**config.mk**
```make
export PLATFORM = sky130hd
export DESIGN_NAME = ysyx_22040750_axi_rd_slave
export DESIGN_NICKNAME = d
export VERILOG_FILES = /design/src/rtl/ysyx_22040750_axi_pkg.sv /design/src/rtl/ysyx_22040750_rfifo2.sv /design/src/rtl/ysyx_22040750_axi_rd_slave.sv
export SDC_FILE = /design/constraint.sdc
export NUM_CORES = 1
export LEC_CHECK = 0
export CORE_MARGIN = 4
export CORE_UTILIZATION = 34
export CTS_CLUSTER_SIZE = 40
export DETAILED_ROUTE_END_ITERATION = 16
export GPL_TIMING_DRIVEN = 0
export SETUP_SLACK_MARGIN = 0.2
export SLEW_MARGIN = 20
export SYNTH_ARGS = -nofsm -noshare
export SYNTH_HDL_FRONTEND = slang
export SYNTH_SLANG_ARGS = --single-unit
```
**constraint.sdc**
```tcl
create_clock -name I_clk -period 6 [get_ports I_clk]
set_input_delay 0.9 -clock I_clk [delete_from_list [all_inputs] [get_ports I_clk]]
set_output_delay 0.9 -clock I_clk [all_outputs]
set_load 0.02 [all_outputs]
```
**src/rtl/ysyx_22040750_axi_pkg.sv**
```systemverilog
// ---------------------------------------------------------------------------
// ysyx_22040750_axi_pkg
//   Shared AXI encodings for the read slave: burst types, response codes,
//   the read-FSM state type and a helper that classifies unsupported AR
//   requests.
// ---------------------------------------------------------------------------
package ysyx_22040750_axi_pkg;

    typedef enum logic [1:0] {
        AXI_FIXED = 2'b00,
        AXI_INCR  = 2'b01,
        AXI_WRAP  = 2'b10,
        AXI_RSVD  = 2'b11
    } axi_burst_e;

    typedef enum logic [1:0] {
        AXI_OKAY   = 2'b00,
        AXI_EXOKAY = 2'b01,
        AXI_SLVERR = 2'b10,
        AXI_DECERR = 2'b11
    } axi_resp_e;

    typedef enum logic {
        IDLE  = 1'b0,
        BURST = 1'b1
    } rd_state_e;

    // Largest supported beat size exponent (8 bytes per beat).
    localparam logic [2:0] AXI_MAX_SIZE = 3'd3;

    // A request is answered with SLVERR when the beat is wider than the bus,
    // the burst type is reserved, or a WRAP length is not 2/4/8/16 beats.
    function automatic logic ar_is_bad(input logic [7:0]  len,
                                       input logic [2:0]  size,
                                       input axi_burst_e  burst);
        logic wrap_len_ok;
        wrap_len_ok = (len == 8'd1) || (len == 8'd3) || (len == 8'd7) || (len == 8'd15);
        return (size > AXI_MAX_SIZE) ||
               (burst == AXI_RSVD) ||
               ((burst == AXI_WRAP) && !wrap_len_ok);
    endfunction

endpackage

```
**src/rtl/ysyx_22040750_rfifo2.sv**
```systemverilog
// ---------------------------------------------------------------------------
// ysyx_22040750_rfifo2
//   Two-entry response buffer between the memory read port and the AXI
//   R channel.
//   Ports:
//     clk_i, rst_ni      clock, asynchronous active-low reset
//     push_i, wdata_i    write one entry
//     pop_i              remove the head entry
//     rdata_o            head entry (valid while empty_o = 0)
//     full_o, empty_o    occupancy flags
// ---------------------------------------------------------------------------
module ysyx_22040750_rfifo2 #(
    parameter int unsigned WIDTH = 67
) (
    input  logic             clk_i,
    input  logic             rst_ni,
    input  logic             push_i,
    input  logic [WIDTH-1:0] wdata_i,
    input  logic             pop_i,
    output logic [WIDTH-1:0] rdata_o,
    output logic             full_o,
    output logic             empty_o
);

    logic [WIDTH-1:0] mem_q [2];
    logic             wptr_q, wptr_d;
    logic             rptr_q, rptr_d;
    logic [1:0]       cnt_q,  cnt_d;
    logic             push_ok, pop_ok;

    assign full_o  = (cnt_q == 2'd2);
    assign empty_o = (cnt_q == 2'd0);
    assign rdata_o = mem_q[rptr_q];

    // A push into a full buffer is allowed when the head leaves in the same
    // cycle: the write lands in the slot being vacated.
    assign pop_ok  = pop_i && !empty_o;
    assign push_ok = push_i && (!full_o || pop_i);

    always_comb begin
        wptr_d = wptr_q ^ push_ok;
        rptr_d = rptr_q ^ pop_ok;
        cnt_d  = cnt_q;
        case ({push_ok, pop_ok})
            2'b10:   cnt_d = cnt_q + 2'd1;
            2'b01:   cnt_d = cnt_q - 2'd1;
            default: cnt_d = cnt_q;
        endcase
    end

    always_ff @(posedge clk_i or negedge rst_ni) begin
        if (!rst_ni) begin
            for (int unsigned i = 0; i < 2; i++) begin
                mem_q[i] <= '0;
            end
            wptr_q <= 1'b0;
            rptr_q <= 1'b0;
            cnt_q  <= '0;
        end else begin
            if (push_ok) begin
                mem_q[wptr_q] <= wdata_i;
            end
            wptr_q <= wptr_d;
            rptr_q <= rptr_d;
            cnt_q  <= cnt_d;
        end
    end

endmodule

```
**src/rtl/ysyx_22040750_axi_rd_slave.sv**
```systemverilog
// ---------------------------------------------------------------------------
// ysyx_22040750_axi_rd_slave
//   AXI4 read-only slave in front of a single-cycle-latency memory port.
//   One burst at a time; FIXED/INCR/WRAP addressing; unsupported requests
//   return SLVERR beats without touching memory.
//   Ports:
//     I_clk, I_rst_n           clock, asynchronous active-low reset
//     I_axi_ar* / O_axi_arready AR channel
//     O_axi_r* / I_axi_rready   R channel
//     O_mem_addr, O_mem_ren     8-byte aligned read request
//     I_mem_rdata               read data, one cycle after O_mem_ren
// ---------------------------------------------------------------------------
module ysyx_22040750_axi_rd_slave
    import ysyx_22040750_axi_pkg::*;
#(
    parameter int unsigned ADDR_W = 32,
    parameter int unsigned DATA_W = 64
) (
    input  logic              I_clk,
    input  logic              I_rst_n,
    input  logic [ADDR_W-1:0] I_axi_araddr,
    input  logic              I_axi_arvalid,
    output logic              O_axi_arready,
    input  logic [7:0]        I_axi_arlen,
    input  logic [2:0]        I_axi_arsize,
    input  logic [1:0]        I_axi_arburst,
    output logic [DATA_W-1:0] O_axi_rdata,
    output logic [1:0]        O_axi_rresp,
    output logic              O_axi_rvalid,
    output logic              O_axi_rlast,
    input  logic              I_axi_rready,
    output logic [ADDR_W-1:0] O_mem_addr,
    output logic              O_mem_ren,
    input  logic [DATA_W-1:0] I_mem_rdata
);

    // Buffer entry: {data, resp, last}
    localparam int unsigned ENT_W = DATA_W + 3;

    rd_state_e         state_q,     state_d;
    logic              arready_q,   arready_d;
    logic [ADDR_W-1:0] addr_q,      addr_d;
    logic [7:0]        len_q,       len_d;
    logic [2:0]        size_q,      size_d;
    axi_burst_e        burst_q,     burst_d;
    logic              err_q,       err_d;
    logic [7:0]        icnt_q,      icnt_d;
    logic              idone_q,     idone_d;
    logic              infl_q,      infl_d;
    logic              infl_last_q, infl_last_d;

    logic              ar_hs, r_hs, issue, out_valid;
    logic              fifo_push, fifo_pop, fifo_full, fifo_empty;
    logic [2:0]        occ;
    logic [ENT_W-1:0]  byp_ent, head_ent, out_ent;
    axi_resp_e         beat_resp;
    logic [ADDR_W-1:0] beat_bytes, wrap_mask, addr_inc, addr_next;

    assign ar_hs = arready_q && I_axi_arvalid;

    // ---------------- beat address generation ----------------
    always_comb begin
        beat_bytes = ADDR_W'(1) << size_q;
        wrap_mask  = ((ADDR_W'(len_q) + ADDR_W'(1)) << size_q) - ADDR_W'(1);
        addr_inc   = addr_q + beat_bytes;
        addr_next  = addr_q;
        case (burst_q)
            AXI_INCR: addr_next = addr_inc;
            AXI_WRAP: addr_next = (addr_q & ~wrap_mask) | (addr_inc & wrap_mask);
            default:  addr_next = addr_q;
        endcase
    end

    // ---------------- response path ----------------
    // Beats in the buffer plus the read whose data returns this cycle; a new
    // read is only issued while that total is below the buffer depth.
    assign occ = {1'b0, fifo_full, !fifo_empty && !fifo_full} + {2'b00, infl_q};

    assign beat_resp = err_q ? AXI_SLVERR : AXI_OKAY;
    assign byp_ent   = {(err_q ? {DATA_W{1'b0}} : I_mem_rdata), beat_resp, infl_last_q};

    // Returning data goes straight to the R channel when the buffer is empty;
    // it is captured into the buffer only if the master does not take it, and
    // from then on the buffer head presents the same value.
    assign out_ent   = fifo_empty ? byp_ent : head_ent;
    assign out_valid = (state_q == BURST) && (!fifo_empty || infl_q);
    assign r_hs      = out_valid && I_axi_rready;
    assign fifo_pop  = !fifo_empty && I_axi_rready;
    assign fifo_push = infl_q && !(fifo_empty && I_axi_rready);

    ysyx_22040750_rfifo2 #(
        .WIDTH (ENT_W)
    ) u_rfifo (
        .clk_i   (I_clk),
        .rst_ni  (I_rst_n),
        .push_i  (fifo_push),
        .wdata_i (byp_ent),
        .pop_i   (fifo_pop),
        .rdata_o (head_ent),
        .full_o  (fifo_full),
        .empty_o (fifo_empty)
    );

    // ---------------- FSM next state ----------------
    always_comb begin
        state_d     = state_q;
        addr_d      = addr_q;
        len_d       = len_q;
        size_d      = size_q;
        burst_d     = burst_q;
        err_d       = err_q;
        icnt_d      = icnt_q;
        idone_d     = idone_q;
        infl_d      = 1'b0;
        infl_last_d = 1'b0;
        issue       = 1'b0;
        case (state_q)
            IDLE: begin
                if (ar_hs) begin
                    state_d = BURST;
                    addr_d  = I_axi_araddr;
                    len_d   = I_axi_arlen;
                    size_d  = I_axi_arsize;
                    burst_d = axi_burst_e'(I_axi_arburst);
                    err_d   = ar_is_bad(I_axi_arlen, I_axi_arsize, axi_burst_e'(I_axi_arburst));
                    icnt_d  = '0;
                    idone_d = 1'b0;
                end
            end
            BURST: begin
                // Error bursts step through the same issue slots so beat
                // timing is identical; only the memory strobe is suppressed.
                if (!idone_q && (occ < 3'd2)) begin
                    issue       = 1'b1;
                    infl_d      = 1'b1;
                    infl_last_d = (icnt_q == len_q);
                    idone_d     = (icnt_q == len_q);
                    icnt_d      = icnt_q + 8'd1;
                    addr_d      = addr_next;
                end
                if (r_hs && out_ent[0]) begin
                    state_d = IDLE;
                end
            end
            default: state_d = IDLE;
        endcase
        arready_d = (state_d == IDLE);
    end

    always_ff @(posedge I_clk or negedge I_rst_n) begin
        if (!I_rst_n) begin
            state_q     <= IDLE;
            arready_q   <= 1'b0;
            addr_q      <= '0;
            len_q       <= '0;
            size_q      <= '0;
            burst_q     <= AXI_FIXED;
            err_q       <= 1'b0;
            icnt_q      <= '0;
            idone_q     <= 1'b0;
            infl_q      <= 1'b0;
            infl_last_q <= 1'b0;
        end else begin
            state_q     <= state_d;
            arready_q   <= arready_d;
            addr_q      <= addr_d;
            len_q       <= len_d;
            size_q      <= size_d;
            burst_q     <= burst_d;
            err_q       <= err_d;
            icnt_q      <= icnt_d;
            idone_q     <= idone_d;
            infl_q      <= infl_d;
            infl_last_q <= infl_last_d;
        end
    end

    // ---------------- outputs ----------------
    assign O_axi_arready = arready_q;
    assign O_axi_rvalid  = out_valid;
    assign O_axi_rdata   = out_valid ? out_ent[ENT_W-1:3] : '0;
    assign O_axi_rresp   = out_valid ? out_ent[2:1] : 2'b00;
    assign O_axi_rlast   = out_valid && out_ent[0];
    assign O_mem_ren     = issue && !err_q;
    assign O_mem_addr    = {addr_q[ADDR_W-1:3], 3'b000};

endmodule

```
Word level (Yosys, flattened, before mapping)
Index checks and enable logic that the tools add are counted.
{"block": "totals", "output_inout_bits": 102, "in_bits": 113, "register_bits": 197, "elab_cells": 117}
{"block": "op_classes", "eq_ne": 15, "shifts": 2, "order_cmp": 5, "add_sub_neg": 7, "bitwise_logic": 10, "reduce_logical": 33, "muxes": 29}
{"op": "67-bit 2-to-1 mux", "n": 5}
{"op": "134-bit bitwise mux", "n": 1}
{"op": "64-bit 2-to-1 mux", "n": 2}
{"op": "32-bit one-hot mux with 2 select lines", "n": 2}
{"op": "67-bit demux with 1-bit select", "n": 1}
{"op": "32-bit AND", "n": 2}
{"op": "32-bit 2-to-1 mux", "n": 2}
{"op": "32-bit adder", "n": 1}
{"op": "32-bit inverter", "n": 1}
{"op": "32-bit OR", "n": 1}
{"op": "1-bit by 3-bit << shifter with 32-bit output (first input constant)", "n": 1}
{"op": "9-bit by 3-bit << shifter with 32-bit output", "n": 1}
{"op": "32-bit by 1-bit subtractor with 32-bit output (second input constant)", "n": 1}
{"op": "8-bit 2-to-1 mux", "n": 2}
{"op": "8-bit one-hot mux with 2 select lines", "n": 1}
{"op": "1-bit logical AND", "n": 15}
{"op": "2-bit equality test (second input constant)", "n": 5}
{"op": "8-bit by 1-bit adder with 9-bit output (second input constant)", "n": 1}
{"op": "8-bit by 1-bit adder with 8-bit output (second input constant)", "n": 1}
{"op": "8-bit by 1-bit equality test with 1-bit output (second input constant)", "n": 1}
{"op": "8-bit by 2-bit equality test with 1-bit output (second input constant)", "n": 1}
{"op": "8-bit by 3-bit equality test with 1-bit output (second input constant)", "n": 1}
{"op": "8-bit by 4-bit equality test with 1-bit output (second input constant)", "n": 1}
{"op": "8-bit equality test", "n": 1}
{"op": "other kinds (24)", "n": 50}

Depth between registers and ports, before layout
{"block": "depth", "depth_word": 9, "mapped_depth": 17, "mapped_depth_nobuf": 14}

Modules after synthesis
From an unflattened synthesis, not the netlist that was laid out.
{"block": "hier_totals", "cells_unflattened": 1281, "hier_area_um2": 12952.4}
{"module": "ysyx_22040750_axi_rd_slave", "area_each_um2": 6860.3, "cells_per_inst": 904, "seq_area_each_um2": 1476.4, "instances": 1}
{"module": "ysyx_22040750_rfifo2", "area_each_um2": 6092.1, "cells_per_inst": 377, "seq_area_each_um2": 3453.3, "instances": 1}

Worst setup path before layout
No wires, ideal clock.
{"block": "synth_path", "path_type": "reg2reg", "start": "register size_q[0]", "end": "register (tool-made name)", "setup_ns": 0.088, "path_stages_with_launch": 17, "t_required_ns": 5.912, "arrival_time_ns": 3.335, "period_less_slack_ns": 3.423, "path_slack_ns": 2.577, "path_buffers": 2, "path_cell_list": "dfrtp_1 > buf_2 > or2_2 > clkbuf_1 > nor2_1 > ha_1 > inv_1 > fa_1 > inv_1 > a21o_1 > a311oi_1 > a2111oi_2 > nand2_1 > nor3_1 > nor3_1 > a211o_1 > a41oi_1"}
{"element": "from (decl)", "line_no": "ysyx_22040750_axi_rd_slave.sv:44", "source": "logic [2:0] size_q, size_d;"}
{"element": "from (signal assigned)", "line_no": "ysyx_22040750_axi_rd_slave.sv:168", "source": "size_q <= size_d;"}

Final worst setup path
{"block": "layout_path", "start": "register u_rfifo.cnt_q[0]", "end": "output port O_axi_rdata[46]"}
{"block": "layout_between", "elab_chain_len": 5, "elab_cells_between_ends": 6, "classes_between": "mux: 2; reduce/logical: 4"}
{"element": "from (decl)", "line_no": "ysyx_22040750_rfifo2.sv:28", "source": "logic [1:0] cnt_q, cnt_d;"}
{"element": "from (signal assigned)", "line_no": "ysyx_22040750_rfifo2.sv:65", "source": "cnt_q <= cnt_d;"}
{"element": "2-bit logical NOT (*)", "line_no": "ysyx_22040750_rfifo2.sv:32", "source": "assign empty_o = (cnt_q == 2'd0);"}
{"element": "1-bit logical NOT", "line_no": "ysyx_22040750_axi_rd_slave.sv:86", "source": "assign out_valid = (state_q == BURST) && (!fifo_empty || infl_q);"}
{"element": "1-bit logical OR", "line_no": "ysyx_22040750_axi_rd_slave.sv:86"}
{"element": "1-bit logical AND", "line_no": "ysyx_22040750_axi_rd_slave.sv:86"}
{"element": "64-bit 2-to-1 mux (*)", "line_no": "ysyx_22040750_axi_rd_slave.sv:181", "source": "assign O_axi_rdata = out_valid ? out_ent[ENT_W-1:3] : '0;"}
{"element": "to (decl)", "line_no": "ysyx_22040750_axi_rd_slave.sv:27", "source": "output logic [DATA_W-1:0] O_axi_rdata,"}
Mark *: on every way between the ends. The rest lies on a longest branch, timed or not.

==> flow_summary.toml <==
[worst_setup_path]
path_max_fanout = 10
reg2regPathDepth = 15
cp.required_ps = 5100
start_kind = "flip-flop"
crit_path_end_kind = "primary output"
crit_arrival_ps = 3740
worstSetupPathType = "flip-flop to primary output"
r2r-start = "size_q[0]$_DFFE_PN0P_"
r2r_slack_ps = 1750

[cells_and_area]
final_cell_mix = "clkdlybuf4s50_1 (209), dfrtp_1 (195), mux2_2 (134)"
final_util_pct = 44.29
nNetsFinal = 1607
diodes = 0
final_common_cell = "clkdlybuf4s50_1"
syn_to_final_growth_pct = 27.32
drive_gt1_share_pct = 15.64
postLayoutCellArea_um2 = 15450
stdcell_count = 1945

[clocking]
cts_buffers = 17
cts_max_path_buffers = 2
cts_max_level = 4
clk_pin_slew_worst_paths_ps = 80
cts.sinks = 195
cts_setup_buffers = 0
clock_latency_ps = 440
post_cts_resized = 0
cts-root-buf = "clkbuf_16"
cts_hold_buffers = 0
cts_tree = "yes"

[power]
p_total_mw = 9.122
powerDensity_nw_per_um2 = 590.4
peakVddDrop_v = 0.0002541
power_leakage_nw = 6.546

[yosys]
synthMuxAreaShare_pct = 18.81
syn_area_per_cell_um2 = 9.755
synthXorXnorAreaFrac_pct = 2.743
synth-seq-area-share_pct = 40.21
synth_top_family_by_area = "multiplexers"
synth-simple-area-share_pct = 16.31
syn_area_um2 = 12140
ys_warn_count = 0
synth_area_leaders = "dfrtp_1 (40%), mux2_2 (12%), mux2i_1 (6.2%)"
yosys_register_bits = 195
async_reset_ff_share_pct = 100.0
yosysTopAreaCell = "dfrtp_1"
synthFlopType = "dfrtp_1"
synth_compound_area_share_pct = 14.25
synthesis.instances = 1244
synth_edf_count = 0
yosysTopAreaCellShare_pct = 40.21
synthAdderAreaFrac_pct = 1.712
synthDistinctLibCells = 80

[sta]
rsz0062_at_grt = "no"
worst_pin_slew_ps = 822.7
max_freq_mhz = 215.6
fin_skew_ps = 11.94
maxSlewViolCount = 0
final-hold-violation-count = 0
period_minus_slack_ps = 4638
timing.final.crit_share_pct = 77.30
fin_ws_ps = 1362
max-slew-margin-rel_pct = 45.16
finalSetupViolCount = 0

[drt]
routed_wirelength_um = 37020
wl_per_cell_um = 19.03
vias = 10310
viasPerCell = 5.302
detail_route.drc_violations = 0
drtIter0Drc = 581
final_antenna_net_count = 0
firstDrtPassIters = 5

[min_path]
hp-class = "input pin to async pin"

[floorplan]
core_um2 = 34880
dieHeight_um = 196.9
die_w_um = 196.9
dieArea_um2 = 38780
io_pins = 215
start_util_pct = 34.79
num_rows = 68

[place]
dp_cells = 1914
place_area_um2 = 14880
pre_cts_slack_ps = 1788
gp_congestion = 0.8899
dpl.hpwl_um = 27540
port_buffers = 210

[global_route]
grt-ovfl-total = 0
grt.total_usage_pct = 18.76
grt_pass1_vias = 10330
grt_max_degree = 87
antenna_found_initial = 1
grt_pass1_wl_um = 58420

[run]
cap_violations = 0

[run_status]
status = "finished clean"
==> cell type report <==
type                       instances  area (um2)
timing repair buffer             212        2162
buffer                           122       619.3
multi-input combinational        903        6546
fill                            3421       19430
tap                              455       569.3
inverter                          27       101.3
clock inverter                    10       112.6
sequential                       195        4880
clock buffer                      21       460.4
==> power breakdown <==
part	internal (mW)	total (mW)	switching, mW
Sequential	1.86	2.24	0.382
Combinational	2.49	5.73	3.24
Clock	0.608	1.15	0.543
Total	4.96	9.12	4.17
==> synthesized netlist by cell type, types with 4 or more instances <==
library cell  number
ha_1              15
or2_2              5
mux2_2           134
a21o_1            12
a211o_1            4
or3_1             11
nor4_1             5
nand3_1           26
nor3_1            13
a21oi_1           30
nor2_1           110
buf_2              6
inv_1             27
nand2_1           86
clkbuf_1          67
o21ai_0           48
o32a_1             4
buf_1             10
nand4_1           13
nor2b_1           69
xor2_1            22
o211ai_1          10
buf_4             37
o2111ai_1          4
nand2b_1           7
dfrtp_1          195
and4_1             4
and2_1             6
mux2i_1           75
xnor2_1           16
or4_1              5
and3_1            12
o31ai_1            9
o21a_1             6
a211oi_1          73
==> metal layers <==
metal | vias to the layer above | global-route usage (%) | wire length, um
li1 | 4884 | - | -
met1 | 5089 | 26.16 | 17080
met2 | 302 | 30.53 | 17250
met3 | 35 | 3.590 | 2139
met4 | 2 | 4.058 | 536
met5 | - | 0 | 13
==> how the worst max path moves through the flow <==
stage | from | to | slack (ps) | depth (start not counted)
after floorplan | size_q[0]$_DFFE_PN0P_ | flip-flop | 2580 | 16
after global placement | I_rst_n | async pin | -4410 | 1
after detailed placement | u_rfifo.cnt_q[0]$_DFFE_PN0P_ | O_axi_rdata[49] | 1790 | 7
after CTS | u_rfifo.cnt_q[0]$_DFFE_PN0P_ | O_axi_rdata[49] | 1280 | 7
after global routing | u_rfifo.cnt_q[0]$_DFFE_PN0P_ | O_axi_rdata[44] | 1120 | 7
final | u_rfifo.cnt_q[0]$_DFFE_PN0P_ | O_axi_rdata[46] | 1360 | 7
==> critical path, cell delays in order, from the launching register on <==
cell	delay, ps
dfrtp_1	440
or2_2	290
clkbuf_1	250
o21ai_0	560
clkbuf_1	570
buf_1	460
a211oi_1	130
clkdlybuf4s50_1	580
==> cells by family (layout without fill, tap and decap cells) <==
group           after synthesis  in the layout
compound gates              246            246
xor+xnor                     38             38
fa+ha+maj                    16             16
buf+inv                     149            392
flops                       195            195
mux                         210            210
other cells                   1              4
simple gates                389            389
==> per-stage QoR <==
step | hold slack, ps | setup TNS [ps]
finish | 304.2 | 0
global route | 301.4 | 0
floorplan | 440.3 | 0
global placement | 450.7 | -854260
detailed placement | 456.5 | 0
CTS | 289.7 | 0
No activity file was read; power rests on OpenSTA's default activity.
